File: config.mk
export PLATFORM = sky130hd
export DESIGN_NAME = sha3_sponge_ctrl
export DESIGN_NICKNAME = d
export VERILOG_FILES = /design/src/rtl/sha3_sponge_ctrl.sv
export SDC_FILE = /design/constraint.sdc
export NUM_CORES = 1
export LEC_CHECK = 0
export ABC_AREA = 1
export BUFFER_PORTS_ARGS = -buffer_cell sky130_fd_sc_hd__buf_2
export CAP_MARGIN = 30
export CORE_AREA = 3 3 53 55
export CTS_CLUSTER_DIAMETER = 150
export CTS_CLUSTER_SIZE = 40
export DETAILED_ROUTE_END_ITERATION = 16
export DIE_AREA = 0 0 56 58
export GPL_TIMING_DRIVEN = 0
export PLACE_DENSITY = 0.81
export SYNTH_ARGS = -nofsm -noshare
export SYNTH_HDL_FRONTEND = slang
export SYNTH_SLANG_ARGS = --single-unit
File: constraint.sdc
create_clock -name ACLK -period 3.69 [get_ports ACLK]
set_input_delay 0.738 -clock ACLK [delete_from_list [all_inputs] [get_ports ACLK]]
set_output_delay 0.738 -clock ACLK [all_outputs]
set_load 0.01 [all_outputs]
File: src/rtl/sha3_sponge_ctrl.sv
// -----------------------------------------------------------------------------
// sha3_sponge_ctrl
// Sequencer for a SHA3 sponge datapath. It carries no data. It steers the
// state register and round logic through four phases:
//   absorb  - gives the rate word index for XOR of the incoming stream word
//   pad     - gives the pad10*1 strobes (0x06 on the first pad word, 0x80 on
//             the last rate word)
//   permute - gives NUM_ROUNDS consecutive round enables and the round index
//   squeeze - runs the digest-word output handshake
// Ports:
//   ACLK, ARESET          clock and synchronous active-high reset
//   s_tvalid/s_tlast      message stream in; s_tready accepts a word
//   state_clr             1-cycle pulse that clears the sponge state
//   absorb_en             XOR s_tdata into rate word word_idx
//   pad_en/pad_first/
//   pad_last              padding strobes for rate word word_idx
//   word_idx              rate word index for absorb/pad
//   round_en/round_idx    Keccak round enable and round constant index
//   m_tvalid/m_tlast      digest stream out; m_tready comes from the sink
//   out_idx               digest word index
//   busy/done             busy while not idle; done pulses after the last digest beat
// -----------------------------------------------------------------------------
module sha3_sponge_ctrl #(
  parameter int DATA_WIDTH = 16,
  parameter int RATE_WORDS = 68,
  parameter int NUM_ROUNDS = 24,
  parameter int OUT_WORDS  = 16
) (
  input  logic                          ACLK,
  input  logic                          ARESET,
  input  logic                          s_tvalid,
  input  logic                          s_tlast,
  output logic                          s_tready,
  output logic                          state_clr,
  output logic                          absorb_en,
  output logic                          pad_en,
  output logic                          pad_first,
  output logic                          pad_last,
  output logic [$clog2(RATE_WORDS)-1:0] word_idx,
  output logic                          round_en,
  output logic [4:0]                    round_idx,
  output logic                          m_tvalid,
  output logic                          m_tlast,
  input  logic                          m_tready,
  output logic [$clog2(OUT_WORDS)-1:0]  out_idx,
  output logic                          busy,
  output logic                          done
);

  localparam int WIDX_W = $clog2(RATE_WORDS);
  localparam int OIDX_W = $clog2(OUT_WORDS);
  localparam logic [WIDX_W-1:0] RATE_LAST  = WIDX_W'(RATE_WORDS - 1);
  localparam logic [4:0]        ROUND_LAST = 5'(NUM_ROUNDS - 1);
  localparam logic [OIDX_W-1:0] OUT_LAST   = OIDX_W'(OUT_WORDS - 1);

  // The digest must fit in one rate block because there is no re-permute.
  // The datapath also expects whole 16-bit words.
  if (RATE_WORDS < OUT_WORDS || DATA_WIDTH != 16) begin : g_cfg_err
    $error("sha3_sponge_ctrl: unsupported parameter set");
  end

  typedef enum logic [2:0] {
    ST_IDLE    = 3'd0,
    ST_ABSORB  = 3'd1,
    ST_PAD     = 3'd2,
    ST_PERMUTE = 3'd3,
    ST_SQUEEZE = 3'd4
  } state_t;

  state_t              state, state_nxt;
  logic [WIDX_W-1:0]   word_idx_nxt;
  logic [4:0]          round_idx_nxt;
  logic [OIDX_W-1:0]   out_idx_nxt;
  logic                pad_pending, pad_pending_nxt;  // message ended on a full block; pad block follows
  logic                last_block, last_block_nxt;    // the padded block is absorbed; squeeze after permute
  logic                pad_first_q, pad_first_nxt;    // the next PAD cycle is the first one
  logic                done_q, done_nxt;

  // State and counter registers
  always_ff @(posedge ACLK) begin
    if (ARESET) begin
      state       <= ST_IDLE;
      word_idx    <= '0;
      round_idx   <= 5'd0;
      out_idx     <= '0;
      pad_pending <= 1'b0;
      last_block  <= 1'b0;
      pad_first_q <= 1'b0;
      done_q      <= 1'b0;
    end else begin
      state       <= state_nxt;
      word_idx    <= word_idx_nxt;
      round_idx   <= round_idx_nxt;
      out_idx     <= out_idx_nxt;
      pad_pending <= pad_pending_nxt;
      last_block  <= last_block_nxt;
      pad_first_q <= pad_first_nxt;
      done_q      <= done_nxt;
    end
  end

  // Next-state and counter update logic
  always_comb begin
    state_nxt       = state;
    word_idx_nxt    = word_idx;
    round_idx_nxt   = round_idx;
    out_idx_nxt     = out_idx;
    pad_pending_nxt = pad_pending;
    last_block_nxt  = last_block;
    pad_first_nxt   = 1'b0;
    done_nxt        = 1'b0;
    case (state)
      ST_IDLE: begin
        pad_pending_nxt = 1'b0;
        last_block_nxt  = 1'b0;
        if (s_tvalid) begin
          state_nxt = ST_ABSORB;
        end else begin
          state_nxt = ST_IDLE;
        end
      end
      ST_ABSORB: begin
        if (s_tvalid) begin
          if (word_idx == RATE_LAST) begin
            // A full block ends a message: the pad block is still owed after the permute.
            word_idx_nxt    = '0;
            pad_pending_nxt = s_tlast;
            state_nxt       = ST_PERMUTE;
          end else begin
            word_idx_nxt = word_idx + 1'b1;
            if (s_tlast) begin
              pad_first_nxt = 1'b1;
              state_nxt     = ST_PAD;
            end else begin
              state_nxt = ST_ABSORB;
            end
          end
        end else begin
          state_nxt = ST_ABSORB;
        end
      end
      ST_PAD: begin
        if (word_idx == RATE_LAST) begin
          word_idx_nxt   = '0;
          last_block_nxt = 1'b1;
          state_nxt      = ST_PERMUTE;
        end else begin
          word_idx_nxt = word_idx + 1'b1;
          state_nxt    = ST_PAD;
        end
      end
      ST_PERMUTE: begin
        if (round_idx == ROUND_LAST) begin
          round_idx_nxt = 5'd0;
          if (pad_pending) begin
            pad_pending_nxt = 1'b0;
            pad_first_nxt   = 1'b1;
            state_nxt       = ST_PAD;
          end else if (last_block) begin
            state_nxt = ST_SQUEEZE;
          end else begin
            state_nxt = ST_ABSORB;
          end
        end else begin
          round_idx_nxt = round_idx + 5'd1;
          state_nxt     = ST_PERMUTE;
        end
      end
      ST_SQUEEZE: begin
        if (m_tready) begin
          if (out_idx == OUT_LAST) begin
            out_idx_nxt    = '0;
            last_block_nxt = 1'b0;
            done_nxt       = 1'b1;
            state_nxt      = ST_IDLE;
          end else begin
            out_idx_nxt = out_idx + 1'b1;
            state_nxt   = ST_SQUEEZE;
          end
        end else begin
          state_nxt = ST_SQUEEZE;
        end
      end
      default: begin
        state_nxt = ST_IDLE;
      end
    endcase
  end

  // Output decode from registered state
  always_comb begin
    s_tready  = (state == ST_ABSORB);
    absorb_en = s_tvalid & s_tready;
    // The reset gate keeps state_clr quiet while ARESET is held with s_tvalid high.
    state_clr = (state == ST_IDLE) & s_tvalid & ~ARESET;
    pad_en    = (state == ST_PAD);
    pad_first = (state == ST_PAD) & pad_first_q;
    pad_last  = (state == ST_PAD) & (word_idx == RATE_LAST);
    round_en  = (state == ST_PERMUTE);
    m_tvalid  = (state == ST_SQUEEZE);
    m_tlast   = (state == ST_SQUEEZE) & (out_idx == OUT_LAST);
    busy      = (state != ST_IDLE);
    done      = done_q;
  end

endmodule

==> qor.csv, run 1 <==
stage;metric;value;unit
pwr;net switching share of the total power;29.8;%
cells_and_area;layout cells sized above 1;26.0;%
pwr;Comb power frac;18.2;%
cells_and_area;sequential cell area;460;um^2
floorplan;Initial Util;54.7;%
clock_tree;root buffer cell;clkbuf_4;
place;Placed Instance Area;1520;um^2
cells_and_area;FILL cells;236;
sta;final hold vios;0;
clock_tree;Post CTS Setup Buffer Count;0;
global_route;global-route wire length before repair;4710;um
global_route;met1 global-route usage;23.4;%
sta;fmax;407;MHz
detailed_routing;final wirelength;2760;um
place;pre-CTS setup slack;1.45;ns
global_route;initial antenna violation count;0;
worst_setup_path;WS Path Type;reg2out;
global_route;met2 Resource Use GR;29.7;%
worst_setup_path;worst r2r src;word_idx[0];
logic_synthesis;compound-cell area share of the yosys netlist;9.40;%
clock_tree;hold buffers post-CTS;0;
cells_and_area;ANT cells;0;
global_route;Top Usage Layer GRT;met2;
detailed_routing;TritonRoute pass-1 iters;4;
clock_tree;CTS tree;yes;
pwr;Internal;0.330;mW
global_route;total grt overflow;0;
logic_synthesis;syn nets;204;
clock_tree;post_cts resized;0;
clock_tree;htree depth;1;
clock_tree;CTS buffer count;3;
worst_setup_path;CP max FO;6;
cells_and_area;most common cell after layout, fill and taps aside;nand2_1;
logic_synthesis;Ys Warns;0;
place;Port Buffers;31;
worst_hold_path;Hold WC Path Type;reg2reg;
cells_and_area;Final Cell Area;1550;um^2
sta;measured slew at the worst slew-check pin;0.506;ns
worst_hold_path;Hold Path Cell Cnt;2;
worst_setup_path;Worst Path Arrival;1.72;ns
floorplan;Die Area;3250;um^2
sta;Hold Slack;0.499;ns
run;number of max-cap violations;0;
global_route;gr usage total;17.8;%
worst_setup_path;Startpoint Class;register;
global_route;vias in the first global route;1118;
floorplan;Chip Width;56;um
detailed_routing;routed via count;1286;
logic_synthesis;Seq/Total Area, Yosys;34.6;%
sta;Rel. slew slack;66.3;%
cells_and_area;multi-input logic area;723;um^2
sta;Final period util;66.6;%
logic_synthesis;post-synthesis mux area share;0;%
worst_setup_path;FF-to-FF End;state[0];
sta;Final min period;2.46;ns
clock_tree;clk_lat worst skew;0.32;ns
floorplan;die height;58;um
worst_setup_path;Critical Path RT;2.95;ns
logic_synthesis;simple-gate share of the synthesized area;40.1;%
detailed_routing;Vias/cell;4.93;
place;gp weighted congestion;0.870;
detailed_routing;WL/cell;10.6;um
worst_setup_path;Setup crit end kind;primary output;
pwr;Max VDD drop;232;uV
pwr;Reg power frac;55.7;%
sta;setup TNS;0;ns
global_route;largest net degree at the start of global routing;15;
worst_hold_path;Hold Path End;pad_pending;
cells_and_area;Final #Nets;240;
logic_synthesis;Avg Cell Area, Syn;6.79;um^2
floorplan;Ports;32;
detailed_routing;DRC Markers;0;
sta;setup ws final;1.23;ns
worst_hold_path;hold_sp;pad_pending;
logic_synthesis;xor and xnor area share after synthesis;1.97;%
logic_synthesis;Seq cells post-synth;23;
floorplan;FP Rows;18;
clock_tree;CTS Sinks;23;
cells_and_area;post-layout util;63.9;%
sta;unrepaired setup endpoints after global routing;false;
clock_tree;clock tree buffer depth;2;
pwr;Clk pwr share;26.1;%
cells_and_area;Layout area overhead;16.7;%
place;hpwl dp;2120;um
logic_synthesis;post-synth cell types;29;
pwr;Power Dens Cells;303;nW/um^2
worst_setup_path;internal reg-to-reg setup slack;2.23;ns
detailed_routing;ANT nets after route;0;
logic_synthesis;Cells after Synth;196;
sta;fin. max-slew vios;0;
logic_synthesis;main combinational cell family by area after synthesis;simple AND/OR/NAND/NOR gates;
clock_tree;Reg clk slew, reported paths;0.14;ns
logic_synthesis;Adder-Cell Fraction of Synth Area;2.82;%
logic_synthesis;Synth Cell Area;1330;um^2
worst_setup_path;R2R cell count;9;
status;status;finished clean;
sta;Final Skew;0.00666;ns
global_route;met3 Usage GRT;2.67;%
sta;final setup fails;0;
cells_and_area;leading cell types in the layout, fill and taps excluded;nand2_1, buf_2, inv_1, nor2_1, dfxtp_1;
floorplan;core area;2430;um^2
pwr;NetSw;0.140;mW
pwr;Lkg Pwr;0.794;nW
detailed_routing;Initial DRC Count;28;
## power by group through the flow
stage | clock network, mW | logic (mW) | registers [mW]
2_1_floorplan | 0 | 0.0615 | 0.268
3_3_place_gp | 0 | 0.0841 | 0.267
3_5_place_dp | 0 | 0.0850 | 0.267
4_1_cts | 0.126 | 0.0856 | 0.262
5_1_grt | 0.133 | 0.0964 | 0.263
6_report | 0.123 | 0.0854 | 0.262
## layout make-up
cell class	count	area share (%)
buffer	4	2.17
clock buffer	3	1.45
clock inverter	1	0.483
inverter	30	7.33
multi-input combinational	139	46.5
sequential	23	29.6
tap	30	2.42
timing repair buffer	31	9.98
## kinds of logic (layout without fill, tap and decap cells)
kind of cell,Yosys count,in the layout
AND/OR/NAND/NOR,110,110
buffers and inverters,34,69
AO/OA/AOI/OAI,23,23
flip-flops,23,23
adder cells (fa/ha/maj),3,3
XOR/XNOR,3,3
## registers in the layout, summed over array words and instances (netlist names)
register and count:
pad_pending 1, round_idx 5, pad_first_q 1, state 3
last_block 1, out_idx 4, word_idx 7, done 1
## critical path, stage by stage (launching register included)
cell and delay, ns:
dfxtp_1 0.44, ha_1 0.23, inv_1 0.07, nor2_1 0.08
nand3_1 0.19, nor2_1 0.14, nand2_1 0.08, inv_1 0.05
buf_2 0.11
## per-layer routing
layer | up-vias | routed length [um]
li1 | 700 | -
met1 | 560 | 1350
met2 | 24 | 1270
met3 | 2 | 113
met4 | 0 | 20
met5 | - | 0
## metrics by stage
step           instances  power (mW)
2_1_floorplan        196       0.329
3_3_place_gp         257       0.351
3_5_place_dp         257       0.352
4_1_cts              261       0.474
5_1_grt              261       0.492
6_report             261       0.470
## worst max-delay path by stage
| stage | start | endpoint | slack [ns] | depth (start not counted) |
|---|---|---|---|---|
| 2_1_floorplan | word_idx[0] | pad_last | 1.78 | 7 |
| 3_3_place_gp | ARESET | state_clr | 1.43 | 4 |
| 3_5_place_dp | ARESET | state_clr | 1.45 | 4 |
| 4_1_cts | word_idx[0] | pad_last | 1.23 | 8 |
| 5_1_grt | word_idx[0] | pad_last | 1.04 | 8 |
| 6_report | word_idx[0] | pad_last | 1.23 | 8 |
## Yosys cell counts
library cell / instances / area (um^2)
nand2_1: 41 / 154
nand3_1: 18 / 90.1
nand2_4: 1 / 11.3
o21a_1: 1 / 7.51
inv_2: 3 / 11.3
dfxtp_1: 23 / 460
nor2_4: 1 / 11.3
nor2_2: 3 / 18.8
nor3_1: 3 / 15.0
buf_6: 2 / 22.5
ha_1: 3 / 37.5
nand4_2: 1 / 12.5
nor3_2: 2 / 20.0
clkinv_2: 1 / 5.00
clkinv_1: 1 / 3.75
clkbuf_1: 1 / 3.75
nor2_1: 25 / 93.8
a21oi_2: 2 / 17.5
nor3b_2: 1 / 12.5
a21oi_1: 14 / 70.1
or2_2: 1 / 6.26
inv_1: 25 / 93.8
nand4_1: 6 / 37.5
buf_4: 1 / 7.51
nand2_2: 4 / 25.0
o21ai_0: 6 / 30.0
xor2_1: 3 / 26.3
or2_0: 1 / 6.26
nand3_2: 2 / 20.0
Power figures use the tool's default switching activity.
==> inputs of run 2 (changes only) <==
Settings changed: CORE_AREA 3 3 53 55 to 3 3 58 60, DIE_AREA 0 0 56 58 to 0 0 61 63, PLACE_DENSITY 0.81 to 0.71.
Clock period 3.69 ns to 2.05 ns, I/O delays scaled along.
==> run 2 against run 1 <==
  * Sequential power is 80% higher
  * Largest power group unchanged
  * Clock skew fell by 0.0014 ns
  * Register-to-register slack got worse by 1.6 ns
  * Flip-flop and latch count unchanged
==> qor.csv, run 2 (synthesis results as in run 1) <==
stage;metric;value;unit;change
status;status;finished clean;;
floorplan;Die Area;3840;um^2;+18%
clock_tree;CTS buffer count;3;;unchanged
place;Port Buffers;31;;unchanged
detailed_routing;Vias/cell;4.94;;+0.26%
pwr;Power Dens Cells;531;nW/um^2;+75%
pwr;Internal;0.596;mW;+81%
detailed_routing;ANT nets after route;0;;unchanged
pwr;Comb power frac;18.8;%;+0.6 points
clock_tree;clock tree buffer depth;2;;unchanged
sta;final hold vios;0;;unchanged
clock_tree;CTS tree;yes;;
floorplan;Initial Util;44.7;%;-10 points
clock_tree;clk_lat worst skew;0.31;ns;about the same
cells_and_area;Final #Nets;242;;+0.83%
cells_and_area;sequential cell area;465;um^2;+1.1%
cells_and_area;layout cells sized above 1;28.8;%;+2.8 points
floorplan;die height;63;um;+8.6%
sta;setup TNS;0;ns;unchanged
cells_and_area;multi-input logic area;733;um^2;+1.4%
worst_setup_path;Startpoint Class;register;;
clock_tree;root buffer cell;clkbuf_4;;
place;hpwl dp;2170;um;+2.5%
worst_setup_path;Worst path most repeated cell;inv_1;;
global_route;total grt overflow;0;;unchanged
floorplan;Ports;32;;unchanged
cells_and_area;Layout area overhead;19.1;%;
global_route;initial antenna violation count;0;;unchanged
clock_tree;Reg clk slew, reported paths;0.13;ns;about the same
worst_setup_path;Worst Path Arrival;1.46;ns;-0.26 ns
sta;Hold Slack;0.284;ns;-0.215 ns
clock_tree;CTS Sinks;23;;unchanged
cells_and_area;most common cell after layout, fill and taps aside;nand2_1;;
detailed_routing;TritonRoute pass-1 iters;4;;unchanged
detailed_routing;DRC Markers;0;;unchanged
cells_and_area;Finished Layout Cells;266;;+1.9%
global_route;largest net degree at the start of global routing;14;;-1
global_route;vias in the first global route;1122;;+0.36%
pwr;Lkg Pwr;0.805;nW;+1.4%
cells_and_area;ANT cells;0;;unchanged
pwr;Max VDD drop;309;uV;+33%
clock_tree;htree depth;1;;unchanged
sta;Final min period;1.87;ns;
cells_and_area;leading cell types in the layout, fill and taps excluded;nand2_1, buf_2, inv_1, nor2_1, dfxtp_1;;
pwr;Final Power;0.841;mW;+79%
sta;Rel. slew slack;65.5;%;-0.82 points
worst_setup_path;Critical Path RT;1.64;ns;-1.31 ns
clock_tree;hold buffers post-CTS;0;;unchanged
cells_and_area;FILL cells;308;;+31%
place;gp weighted congestion;0.887;;+2.0%
pwr;net switching share of the total power;29.2;%;-0.66 points
cells_and_area;max reg flops;7;;unchanged
sta;measured slew at the worst slew-check pin;0.518;ns;+0.0123 ns
worst_setup_path;Max stage delay on crit path;0.38;ns;-0.06 ns
global_route;global-route wire length before repair;4870;um;+3.5%
worst_setup_path;WS Path Type;reg2out;;
sta;final setup fails;0;;unchanged
worst_setup_path;Setup crit end kind;primary output;;
floorplan;core area;2980;um^2;+22%
sta;Final Skew;0.00524;ns;-0.00143 ns
place;Post-Place Cells;260;;+1.2%
sta;fmax;533;MHz;
pwr;Clk pwr share;25.2;%;-0.9 points
floorplan;FP Rows;20;;+2
sta;Final period util;91.4;%;
detailed_routing;final wirelength;2890;um;+4.7%
detailed_routing;Initial DRC Count;47;;+68%
floorplan;Chip Width;61;um;+8.9%
pwr;Reg power frac;56.0;%;+0.3 points
worst_setup_path;CP Cell Sequence;ha_2, inv_1, nor2_2, nand3_2, nor2_1, nand2_1, inv_1, buf_2;;
worst_setup_path;CP max FO;4;;-2
run;number of max-cap violations;0;;unchanged
worst_hold_path;Hold WC Path Type;in2reg;;
detailed_routing;WL/cell;10.9;um;+2.7%
worst_setup_path;critical path's slowest cell;dfxtp_4;;
global_route;gr usage total;16.1;%;-1.7 points
cells_and_area;top flop regs;word_idx (7), round_idx (5), out_idx (4);;
detailed_routing;routed via count;1314;;+2.2%
pwr;NetSw;0.245;mW;+75%
cells_and_area;Most flops, register;word_idx;;
sta;fin. max-slew vios;0;;unchanged
sta;unrepaired setup endpoints after global routing;false;;
run 2: cell count changes in the layout (fill, tap and decap cells not counted):
cell,before,now
nor2_2,3,4
nor2_1,25,24
clkinvlp_4,1,0
ha_2,0,1
ha_1,3,2
buf_4,1,3
dfxtp_1,23,21
dfxtp_4,0,1
dfxtp_2,0,1
nand3_2,2,3
clkinv_2,1,2
nand3_1,18,17
run 2: final cells by class:
class / instances / share of cell area [%]
multi-input cells: 139 / 46.3
flip-flops and latches: 23 / 29.4
repair buffers: 33 / 10.7
inverters: 30 / 7.18
well taps: 33 / 2.60
plain buffers: 4 / 2.13
clock buffers: 3 / 1.42
clock inverters: 1 / 0.316
run 2: power by group through the flow:
stage | Clock (mW) | Sequential [mW] | Combinational, mW
floorplan | 0 | 0.482 | 0.111
detailed placement | 0 | 0.481 | 0.153
global placement | 0 | 0.481 | 0.152
CTS | 0.223 | 0.472 | 0.154
finish | 0.212 | 0.472 | 0.158
global route | 0.240 | 0.474 | 0.179
run 2: layer usage:
metal / vias up / global-route usage [%] / routed length [um]
met4: 0 / 6.23 / 48
met3: 6 / 2.48 / 170
met2: 39 / 23.1 / 1260
met1: 570 / 23.7 / 1410
met5: - / 0 / 0
li1: 699 / - / -
run 2: final timing paths:
path,cells after the start,startpoint,to,slack (ns)
worst max register to register,8,round_idx[0],state[0],0.64
worst min-delay path,2,ARESET,out_idx[2],0.28
worst min register to register,2,pad_pending,pad_pending,0.50
worst max-delay path,8,word_idx[0],pad_last,0.18
run 2: worst max-delay path, delay by kind of cell (launching register included):
| kind | cells | cell delay [ns] |
|---|---|---|
| buffers and inverters | 3 | 0.22 |
| adder cells (fa/ha/maj) | 1 | 0.19 |
| AND/OR/NAND/NOR | 4 | 0.35 |
| flip-flops | 1 | 0.38 |
run 2: stage by stage:
stage / utilization (%) / cell area, um^2 / worst slack, ns
finish: 53.2 / 1590 / 0.175
CTS: 52.4 / 1560 / 0.0219
global placement: 51.3 / 1530 / 0.269
detailed placement: 51.3 / 1530 / 0.269
global route: 53.2 / 1590 / 0.0117
floorplan: - / 1330 / 0.464
run 2: what timing repair did:
item,4_1_cts,5_1_grt
setup buffers,0,2
gates cloned,0,0
pin swaps,0,1
gates resized for setup,2,4
endpoints found under the setup margin,1,1
endpoints found under the hold margin,0,0
==> inputs of run 3 (changes only) <==
Settings changed: ABC_AREA 1 to not set, CORE_AREA 3 3 58 60 to 3 3 55 57, DIE_AREA 0 0 61 63 to 0 0 58 60, PLACE_DENSITY 0.71 to 0.73.
==> run 3 against run 2 <==
  * First-iteration DRC count shrank 70%
  * Wire length shrank 5.1%
  * Flip-flop and latch count is the same
  * Fmax shrank 3.7%
  * Clock-buffer cell count grew 1
  * Sequential share of layout area grew 3.0 points
  * Non-clock buffer count grew 1
  * Die area shrank 9.4%
  * Register-to-register slack lost 0.23 ns
  * Sequential power shrank 2%
  * Global-route usage grew 0.48 points
  * Clock skew shrank 0.0023 ns
==> qor.csv, run 3 <==
stage;metric;value;unit;change
worst_setup_path;Startpoint Class;register;;
logic_synthesis;Ys Warns;0;;unchanged
place;gp weighted congestion;0.792;;-11%
status;status;finished clean;;
sta;final setup fails;0;;unchanged
clock_tree;htree depth;1;;unchanged
global_route;initial antenna violation count;0;;unchanged
sta;fmax;514;MHz;-3.7%
cells_and_area;sequential cell area;465;um^2;unchanged
global_route;gr usage total;16.6;%;+0.48 points
logic_synthesis;top_reg_cell synth;dfxtp_1;;
logic_synthesis;Synth top cells by count;dfxtp_1, nor2_1, a21oi_1, nand2_1, o21ai_0;;
detailed_routing;TritonRoute pass-1 iters;4;;unchanged
pwr;Lkg Pwr;0.623;nW;-23%
floorplan;die height;60;um;-4.8%
global_route;vias in the first global route;1035;;-7.8%
sta;setup TNS;0;ns;unchanged
worst_setup_path;crit path from;word_idx[5];;
sta;Final period util;94.9;%;+3.5 points
sta;Final min period;1.95;ns;+0.0714 ns
sta;Rel. slew slack;69.0;%;+3.5 points
detailed_routing;DRC Markers;0;;unchanged
clock_tree;CTS buffer count;3;;unchanged
cells_and_area;layout cells sized above 1;29.3;%;+0.55 points
global_route;total grt overflow;0;;unchanged
floorplan;core area;2520;um^2;-15%
logic_synthesis;post-synth cell types;41;;+41%
clock_tree;Post CTS Setup Buffer Count;0;;unchanged
detailed_routing;routed metal-1 wirelength;1270;um;-10%
sta;unrepaired setup endpoints after global routing;false;;
detailed_routing;Top Metal Used;met4;;
cells_and_area;Final #Nets;183;;-24%
worst_hold_path;Hold Path Cell Cnt;3;;+1
global_route;global-route wire length before repair;4580;um;-6.0%
detailed_routing;met2 WL post-DR;1290;um;+2.7%
worst_setup_path;Max stage delay on crit path;0.37;ns;about the same
detailed_routing;ANT nets after route;0;;unchanged
cells_and_area;multi-input logic area;699;um^2;-4.6%
pwr;Power Dens Cells;526;nW/um^2;-0.85%
floorplan;Initial Util;47.3;%;+2.6 points
run;number of max-cap violations;0;;unchanged
floorplan;Die Area;3480;um^2;-9.4%
cells_and_area;ANT cells;0;;unchanged
floorplan;FP Rows;18;;-10%
global_route;largest net degree at the start of global routing;13;;-1
logic_synthesis;post-synth top area share;38.6;%;+4.0 points
logic_synthesis;dominant cells by area after synthesis;dfxtp_1, nor2_1, xor2_1;;
clock_tree;CTS tree;yes;;
logic_synthesis;Seq/Total Area, Yosys;38.6;%;+4.0 points
logic_synthesis;Seq cells post-synth;23;;unchanged
cells_and_area;Layout area overhead;20.3;%;
worst_setup_path;worst r2r src;state[0];;
sta;fin. max-slew vios;0;;unchanged
clock_tree;clk_lat worst skew;0.30;ns;about the same
worst_setup_path;CP max FO;7;;+3
clock_tree;clock tree buffer depth;2;;unchanged
clock_tree;CTS Sinks;23;;unchanged
floorplan;Ports;32;;unchanged
worst_hold_path;hold_sp;s_tlast;;
detailed_routing;WL/cell;13.4;um;+24%
logic_synthesis;Synth Cell Area;1190;um^2;-10%
worst_setup_path;R2R cell count;5;;-3
floorplan;Chip Width;58;um;-4.9%
worst_setup_path;critical path's slowest cell;dfxtp_2;;
worst_setup_path;Critical Path RT;1.64;ns;about the same
logic_synthesis;Post-synth EDFFs;0;;unchanged
sta;final hold vios;0;;unchanged
logic_synthesis;most common cell in the netlist;dfxtp_1;;
cells_and_area;most common cell after layout, fill and taps aside;buf_2;;
clock_tree;root buffer cell;clkbuf_4;;
worst_setup_path;Setup crit end kind;primary output;;
place;Port Buffers;30;;-3.2%
cells_and_area;max reg flops;7;;unchanged
sta;measured slew at the worst slew-check pin;0.465;ns;-0.0532 ns
worst_hold_path;Hold WC Path Type;in2reg;;
detailed_routing;final wirelength;2740;um;-5.1%
clock_tree;hold buffers post-CTS;0;;unchanged
cells_and_area;leading cell types in the layout, fill and taps excluded;buf_2, dfxtp_1, nor2_1, a21oi_1, nand2_1;;
cells_and_area;top flop regs;word_idx (7), round_idx (5), out_idx (4);;
detailed_routing;Initial DRC Count;14;;-70%
sta;Hold Slack;0.387;ns;+0.103 ns
logic_synthesis;Avg Cell Area, Syn;8.53;um^2;+26%
detailed_routing;routed via count;1131;;-14%
worst_setup_path;Worst Path Arrival;1.54;ns;+0.08 ns
cells_and_area;FILL cells;253;;-18%
worst_setup_path;CP Cell Sequence;nor4b_4, and3b_1, buf_4, and2_2, buf_2;;
cells_and_area;Most flops, register;word_idx;;
logic_synthesis;area leader, netlist;dfxtp_1;;
logic_synthesis;asr flop ratio synth;0;%;unchanged
sta;Final Skew;0.00290;ns;-0.00234 ns
worst_setup_path;WS Path Type;reg2out;;
detailed_routing;Detail Route met3 WL;168;um;-1.2%
pwr;Max VDD drop;308;uV;-0.57%
logic_synthesis;Cells after Synth;140;;-29%
clock_tree;Reg clk slew, reported paths;0.12;ns;about the same
place;hpwl dp;2100;um;-3.4%
detailed_routing;Vias/cell;5.54;;+12%
logic_synthesis;syn nets;148;;-27%
run 3: power breakdown:
group | switching (mW) | internal (mW)
logic | 0.0544 | 0.0376
clock network | 0.125 | 0.0757
registers | 0.00866 | 0.455
run 3: worst paths after layout:
check                       to  slack [ns]
setup reg to reg   word_idx[5]        0.41
setup / recovery      pad_last        0.10
hold / removal     pad_first_q        0.39
hold reg to reg   round_idx[1]        0.51
run 3: timing repair:
action / in CTS / in global routing
endpoints found under the setup margin: 1 / 4
pin swaps: 0 / 1
resized for setup: 1 / 10
run 3: worst max-delay path, delay by kind of cell (launching register included):
kind,cells,cell delay (ns)
AND/OR/NAND/NOR,3,0.61
buffers and inverters,2,0.26
flip-flops,1,0.37
run 3: routing by layer:
metal	GRT usage, %	up-vias
met5	0	-
met4	2.98	0
met3	3.67	2
met2	27.4	32
met1	22.5	526
li1	-	571
run 3: layout make-up:
cell class | count | area share (%)
buffer | 8 | 3.22
clock buffer | 4 | 1.83
inverter | 3 | 0.784
multi-input combinational | 106 | 48.7
sequential | 23 | 32.4
tap | 30 | 2.61
timing repair buffer | 30 | 10.5
run 3: stage by stage:
step	setup WS (ns)	power (mW)	cells	cell area [um^2]	utilization, %
after floorplan	0.474	0.532	140	1190	-
after global placement	0.325	0.559	200	1380	54.8
after detailed placement	0.293	0.563	200	1380	54.8
after CTS	0.0323	0.761	204	1410	56.1
after global routing	0.0185	0.791	204	1440	56.9
final	0.104	0.756	204	1440	56.9
run 3: cell families (layout without fill, tap and decap cells):
| family | Yosys count | in the layout | synth area share (%) |
|---|---|---|---|
| AND/OR/NAND/NOR | 63 | 63 | 30.8 |
| XOR/XNOR | 6 | 6 | 4.40 |
| AO/OA/AOI/OAI | 31 | 31 | 16.0 |
| multiplexers | 3 | 3 | 2.52 |
| adder cells (fa/ha/maj) | 3 | 3 | 3.14 |
| flip-flops | 23 | 23 | 38.6 |
| buffers and inverters | 11 | 45 | 4.51 |
